===== src/rtl/omsp_spm_cmd_issuer.sv =====
// omsp_spm_cmd_issuer
// Initiator side of the SPM update interface. Takes one protect/unprotect command at a time
// from the execution unit, validates the latched layout, fires a single-cycle update request
// into the SPM control array, waits a settle interval and returns done with a status code.
//
// Optional feature: define SPM_CMD_ALIGN_CHECK_EN to reject protect commands whose bounds are
// not 16-bit aligned (status 11). Without it, status 11 is never produced.
//
// Ports
//   mclk, puc_rst            clock, synchronous active-high reset
//   cmd_valid, cmd_protect   command request (sampled while cmd_ready), 1=protect 0=unprotect
//   r12..r15                 layout: public start/end, secret start/end (ends exclusive)
//   spm_free                 at least one SPM slot is disabled (sampled in CHECK only)
//   cmd_ready                idle, command can be accepted
//   update_spm, enable_spm   one-cycle update request, enable_spm = 1 create / 0 disable
//   lay_r12..lay_r15         latched layout
//   done, status             one-cycle completion pulse, 00 ok / 01 layout / 10 no slot / 11 align
module omsp_spm_cmd_issuer #(
  parameter int unsigned SETTLE_CYCLES = 2,
  parameter int unsigned CNT_W         = 4
) (
  input  logic        mclk,
  input  logic        puc_rst,
  input  logic        cmd_valid,
  input  logic        cmd_protect,
  input  logic [15:0] r12,
  input  logic [15:0] r13,
  input  logic [15:0] r14,
  input  logic [15:0] r15,
  input  logic        spm_free,
  output logic        cmd_ready,
  output logic        update_spm,
  output logic        enable_spm,
  output logic [15:0] lay_r12,
  output logic [15:0] lay_r13,
  output logic [15:0] lay_r14,
  output logic [15:0] lay_r15,
  output logic        done,
  output logic [1:0]  status
);

  typedef enum logic [2:0] {StIdle, StCheck, StIssue, StSettle, StDone} state_e;

  localparam logic [1:0] StatusOk      = 2'b00;
  localparam logic [1:0] StatusLayout  = 2'b01;
  localparam logic [1:0] StatusNoFree  = 2'b10;
  localparam logic [1:0] StatusAlign   = 2'b11;

  state_e           state_q, state_d;
  logic [CNT_W-1:0] cnt_q, cnt_d;
  logic [1:0]       status_q, status_d;
  logic             prot_q;
  logic [15:0]      lay_r12_q, lay_r13_q, lay_r14_q, lay_r15_q;
  logic             accept;
  logic [1:0]       err_code;
  logic             layout_ok;

  assign accept = (state_q == StIdle) && cmd_valid;

  // Ranges are half-open, so touching ranges (end == start) do not overlap.
  assign layout_ok = (lay_r12_q < lay_r13_q) && (lay_r14_q < lay_r15_q) &&
                     ((lay_r13_q <= lay_r14_q) || (lay_r15_q <= lay_r12_q));

  always_comb begin
    err_code = StatusOk;
    if (prot_q) begin
`ifdef SPM_CMD_ALIGN_CHECK_EN
      if (lay_r12_q[0] | lay_r13_q[0] | lay_r14_q[0] | lay_r15_q[0]) begin
        err_code = StatusAlign;
      end else
`endif
      if (!layout_ok) begin
        err_code = StatusLayout;
      end else if (!spm_free) begin
        err_code = StatusNoFree;
      end
    end
  end

  always_comb begin
    state_d  = state_q;
    cnt_d    = cnt_q;
    status_d = status_q;
    unique case (state_q)
      StIdle: begin
        if (cmd_valid) state_d = StCheck;
      end
      StCheck: begin
        status_d = err_code;
        state_d  = (err_code == StatusOk) ? StIssue : StDone;
      end
      StIssue: begin
        cnt_d   = CNT_W'(SETTLE_CYCLES);
        state_d = StSettle;
      end
      StSettle: begin
        cnt_d = cnt_q - CNT_W'(1);
        if (cnt_q == CNT_W'(1)) state_d = StDone;
      end
      StDone: begin
        state_d = StIdle;
      end
      default: state_d = StIdle;
    endcase
  end

  always_ff @(posedge mclk) begin
    if (puc_rst) begin
      state_q   <= StIdle;
      cnt_q     <= '0;
      status_q  <= StatusOk;
      prot_q    <= 1'b0;
      lay_r12_q <= '0;
      lay_r13_q <= '0;
      lay_r14_q <= '0;
      lay_r15_q <= '0;
    end else begin
      state_q  <= state_d;
      cnt_q    <= cnt_d;
      status_q <= status_d;
      if (accept) begin
        prot_q    <= cmd_protect;
        lay_r12_q <= r12;
        lay_r13_q <= r13;
        lay_r14_q <= r14;
        lay_r15_q <= r15;
      end
    end
  end

  assign cmd_ready  = (state_q == StIdle);
  assign update_spm = (state_q == StIssue);
  assign enable_spm = (state_q == StIssue) && prot_q;
  assign done       = (state_q == StDone);
  assign status     = status_q;
  assign lay_r12    = lay_r12_q;
  assign lay_r13    = lay_r13_q;
  assign lay_r14    = lay_r14_q;
  assign lay_r15    = lay_r15_q;

endmodule


===== config.mk =====
export PLATFORM = sky130hd
export DESIGN_NAME = omsp_spm_cmd_issuer
export DESIGN_NICKNAME = d
export VERILOG_FILES = /design/src/rtl/omsp_spm_cmd_issuer.sv
export SDC_FILE = /design/constraint.sdc
export NUM_CORES = 1
export LEC_CHECK = 0
export BUFFER_PORTS_ARGS = -buffer_cell sky130_fd_sc_hd__buf_4
export CORE_ASPECT_RATIO = 1.4
export CORE_UTILIZATION = 55
export DETAILED_ROUTE_END_ITERATION = 10
export PLACE_DENSITY = 0.92
export RECOVER_POWER = 100
export SETUP_SLACK_MARGIN = 0.4
export SLEW_MARGIN = 10
export SYNTH_ARGS = -nofsm -noshare
export SYNTH_HDL_FRONTEND = slang
export SYNTH_SLANG_ARGS = --single-unit

===== constraint.sdc =====
create_clock -name mclk -period 3.3 [get_ports mclk]
set_clock_uncertainty 0.05 [all_clocks]
set_input_delay 0.495 -clock mclk [delete_from_list [all_inputs] [get_ports mclk]]
set_output_delay 0.495 -clock mclk [all_outputs]
set_load 0.03 [all_outputs]

* Word level (Yosys, flattened, before mapping) *
Cells that the tools add are included.

operators by class
  add/sub/neg operators = 1
  $lt $le $gt $ge = 4
  equal/unequal tests = 7
  mux-type cells = 8
  reductions and logical operators = 9

operators by type and width
  operator                                          number
  <= comparator 16 bit                              2
  < comparator 16 bit                               2
  one-hot mux 3 bit (4 select lines)                1
  two-way mux 3 bit                                 3
  one-hot mux 4 bit (2 select lines)                1
  == test 3 x 2 -> 1 bit, second input constant     2
  two-way mux 2 bit                                 3
  == test 4 x 1 -> 1 bit, second input constant     1
  logical AND 1 bit                                 4
  inequality test 2 bit, second input constant      2
  subtractor 4 x 1 -> 4 bit, second input constant  1
  == test 3 x 1 -> 1 bit, second input constant     1
  == test 3 bit, second input constant              1
  logical NOT 3 bit                                 1
  logical NOT 2 bit                                 1
  AND reduction 2 bit                               1
  nonzero test 2 bit                                1
  logical OR 1 bit                                  1

word-level totals
  flip-flop bits (word level) = 74
  input port bits = 69

* Longest topological paths before layout *
  word-level depth = 8
  depth in mapped cells = 8

* Least setup slack after synthesis *
No wires, ideal clock.

  path type = flip-flop to flip-flop
  start point = reg lay_r12_q[12] (netlist: lay_r12[12])
  end point = reg state_q[1]
  arrival = 2.171 ns
  data required time = 3.134 ns
  slack = 0.963 ns
  cell stages (with the launch flop) = 9
  clock period less this slack = 2.337 ns
  cell sequence = dfxtp_1 inv_1 ha_1 nand3_1 or4_4 a21oi_2 nor4bb_1 a211o_1 a41o_1

between the ends
  longest elaborated chain between the ends = 8
  elaborated cells between the ends (all ways) = 10
  classes of those cells = order compare: 2; mux: 4; reduce/logical: 4

RTL lines
  item                                                                RTL line  source
  start: declaration                                                  53        logic [15:0] lay_r12_q, lay_r13_q, lay_r14_q, lay_r15_q;
  start signal: assignment                                            123       lay_r12_q <= r12;
  < comparator 16 bit / <= comparator 16 bit (equally long branches)  61, 62
  logical AND 1 bit / logical OR 1 bit (equally long branches)        61, 62
  logical AND 1 bit (*)                                               61        assign layout_ok = (lay_r12_q < lay_r13_q) && (lay_r14_q < lay_r15_q) &&
  two-way mux 2 bit (*)                                               72        if (!layout_ok) begin
  two-way mux 2 bit (*)                                               66        if (prot_q) begin
  logical NOT 2 bit (*)                                               90        state_d = (err_code == StatusOk) ? StIssue : StDone;
  two-way mux 3 bit (*)                                               90
  one-hot mux 3 bit (4 select lines) (*)                              84        unique case (state_q)
  end signal: assignment                                              109       state_q <= StIdle;
  end signal: assignment                                              118       state_q <= state_d;
  end: declaration                                                    49        state_e state_q, state_d;

Mark *: on every way between the ends. The rest lies on a longest branch, timed or not.
A chain may end at the register's enable or synchronous reset.

* Final worst setup path *
  start point = reg state_q[0]
  end point = reg lay_r12_q[11] (netlist: lay_r12[11])

between the ends
  longest elaborated chain between the ends = 2

RTL lines
  item               RTL line  source
  logical NOT 3 bit  58        assign accept = (state_q == StIdle) && cmd_valid;
  logical AND 1 bit  58

No other way between the ends.

==> reports/metrics.csv <==
stage;metric;value;unit
grt;track_usage;33.7;%
route;drt-total-wl;13500;µm
timing;maxSlewViolCount;0;
logic_synthesis;netlist_instances;558;
floorplanning;floorplan.initialDensity;57.3;%
worst_hold_path;hold_path.class;input pin to flop;
cells_and_area;antennaDiodeCount;0;
cells_and_area;area_growth_syn_to_layout;23.5;%
timing;actual_transition_at_the_worst_max_transition_pin;1.26;ns
cts;cts.sinks;74;
floorplanning;coreArea;7450;µm²
placement;io_buffer_count;138;
cts;h_tree_level_count;3;
route;detail_route.iter0.violations;240;
cts;tritoncts;built;
logic_synthesis;ys_warn_count;0;
floorplanning;placementRows;37;
cts;ctsRootBufferMaster;sky130_fd_sc_hd__clkbuf_8;
logic_synthesis;nets_in_the_synthesized_netlist;691;
floorplanning;fp.dieW;76.5;µm
placement;gpl.final_weighted_congestion;0.960;
logic_synthesis;combined_area_of_all_synthesized_cells;4270;µm²
timing;final.min_clock_period;2.46;ns
route;drt_pass1_iterations;6;
setup_path;worstReg2RegStart;state_q[0];
grt;grt_start_max_net_pins;75;
cells_and_area;layout-drive-gt1-share;13.6;%
timing;hold_violations;0;
timing;max_freq;0.406;GHz
grt;first_pass_grt_wire_length;21100;µm
timing;max_slew_margin;15.9;%
route;drt-vias-per-instance;5.69;
cts;cts_made_buffers;9;
logic_synthesis;synth_seq_cells;74;
pwr;power-per-cell-area;722;nW/µm²
cts;cts.path.max_buffers;2;
cts;clk_pin_slew_worst_paths;0.08;ns
pwr;ir_worst_vdd;0.730;mV
job;max-cap-violations;0;
setup_path;timing.critical_path.required;3.53;ns
timing;fin_tns_setup;0;ns
floorplanning;total_die_area;8130;µm²
cells_and_area;nets;817;
timing;final_min_period_over_clock_period;74.6;%
setup_path;critPathKind;flop to flop;
pwr;p_leak;0.00224;µW
floorplanning;boundary_pins;139;
setup_path;startpoint_type;flop;
grt;antenna_found_initial;0;
outcome;outcome;finished, final reports clean;
timing;setup_viol_count_final;0;
route;dr_total_vias;4473;
route;wire_per_inst;17.1;µm
floorplanning;die_height;106;µm
route;ant_nets;0;
placement;place.detailed.hpwl;10200;µm
logic_synthesis;ys.flop_type;sky130_fd_sc_hd__dfxtp_1;
setup_path;worst_setup_path_end_kind;flop;
setup_path;worst-endpoint-arrival;2.69;ns
cts;clk_latency;0.36;ns
logic_synthesis;number_of_enable_flip_flop_cells_after_synthesis;0;
worst_hold_path;min_from;r12[5];
timing;rsz0062_at_grt;false;
logic_synthesis;syn_area_per_cell;7.66;µm²
setup_path;crit_path_start;state_q[0];
timing;hold_slack;0.324;ns
route;post-route-drc-count;0;
cts;post_cts.repair.setup_buffers;0;
grt;grt_overflow_total;0;
cts;cts.repair.resized;0;
cts;cts_hold_repair.buffers;0;
logic_synthesis;netlist-cell-type-count;47;
logic_synthesis;synth_seq_area_share;34.7;%
grt;grt_pass1_vias;4427;
logic_synthesis;async_reset_ff_share;0;%
setup_path;cp_max_fo;37;
==> where the power goes <==
part | internal (µW) | switching, µW | leakage [µW]
sequential | 1050 | 219 | 0.000606
combinational | 619 | 1180 | 0.00154
clock | 390 | 349 | 0.0000986
==> flip-flops by register name, summed over array words and instances, names as in the netlist <==
register,count
lay_r12,16
lay_r13,16
lay_r14,16
lay_r15,16
cnt_q,4
state_q,3
status,2
prot_q,1
==> cells in the final DEF, fill, tap and decap left out, types with 4 or more instances in the layout <==
cell type,n
sky130_fd_sc_hd__nand2_1,138
sky130_fd_sc_hd__a21oi_1,87
sky130_fd_sc_hd__dfxtp_1,74
sky130_fd_sc_hd__clkbuf_1,70
sky130_fd_sc_hd__buf_4,69
sky130_fd_sc_hd__inv_1,68
sky130_fd_sc_hd__ha_1,64
sky130_fd_sc_hd__nor2_1,16
sky130_fd_sc_hd__nand4_1,11
sky130_fd_sc_hd__clkbuf_8,11
sky130_fd_sc_hd__o21ai_0,9
sky130_fd_sc_hd__a21o_1,8
sky130_fd_sc_hd__nand3_1,6
sky130_fd_sc_hd__o211ai_1,5
sky130_fd_sc_hd__and3_1,4
==> cell families after synthesis <==
logic type	Yosys count	synth area share (%)
and+or+nand+nor	198	20.4
AOI/OAI and AO/OA	129	17.5
buffers and inverters	92	8.46
DFF	74	34.7
adders and majority gates	64	18.7
muxes	1	0.264
==> routing by layer <==
metal	part of all wire [%]	up-vias	GRT usage (%)
met5	0	-	0
met4	3.4	0	17.0
met3	6.5	44	8.76
met2	54	173	63.9
met1	36	2120	33.5
li1	-	2136	-
==> per-stage QoR <==
step	setup slack [ns]	std cells	instance area [µm²]	utilization, %	power [µW]
floorplan	0.963	558	4270	-	2530
global placement	1.09	770	5330	71.6	3100
detailed placement	1.03	770	5330	71.6	3170
CTS	1.00	786	5540	74.3	3920
global route	0.655	786	5270	70.8	4050
finish	0.839	786	5270	70.8	3810
==> worst paths after layout <==
| check | to | slack (ns) | cells past startpoint |
|---|---|---|---|
| max | lay_r12[11] | 0.84 | 5 |
| max reg2reg | lay_r12[11] | 0.84 | 5 |
| min reg2reg | lay_r12[5] | 0.45 | 2 |
| min | lay_r12[5] | 0.32 | 3 |
==> critical path, cell delays in order (launching register included) <==
cell,delay [ns]
sky130_fd_sc_hd__dfxtp_1,0.40
sky130_fd_sc_hd__nor3_1,0.35
sky130_fd_sc_hd__and2_2,0.55
sky130_fd_sc_hd__clkbuf_2,0.67
sky130_fd_sc_hd__nand2_1,0.18
sky130_fd_sc_hd__a21oi_1,0.16
==> cell type report <==
type                            count  area (µm²)
Multi-Input combinational cell    392        2430
Fill cell                         666        2180
Sequential cell                    74        1480
Timing Repair Buffer              139         782
Inverter                           68         255
Clock buffer                       12         155
Tap cell                           97         121
Clock inverter                      4        50.0
==> cells in the mapped netlist, types with 3 or more instances <==
cell type                    n  area (µm²)
sky130_fd_sc_hd__nand2_1   139         522
sky130_fd_sc_hd__a21oi_1    86         430
sky130_fd_sc_hd__dfxtp_1    74        1480
sky130_fd_sc_hd__inv_1      68         255
sky130_fd_sc_hd__ha_1       64         801
sky130_fd_sc_hd__nor2_1     16        60.1
sky130_fd_sc_hd__clkbuf_1   15        56.3
sky130_fd_sc_hd__nand4_1    11        68.8
sky130_fd_sc_hd__o21ai_0     9        45.0
sky130_fd_sc_hd__a21o_1      8        60.1
sky130_fd_sc_hd__buf_2       7        35.0
sky130_fd_sc_hd__nand3_1     6        30.0
sky130_fd_sc_hd__o211ai_1    5        37.5
sky130_fd_sc_hd__and3_1      4        25.0
sky130_fd_sc_hd__and4_1      3        26.3
sky130_fd_sc_hd__nor2b_1     3        18.8
sky130_fd_sc_hd__nor4_1      3        18.8
(Power assumes the default switching activity.)
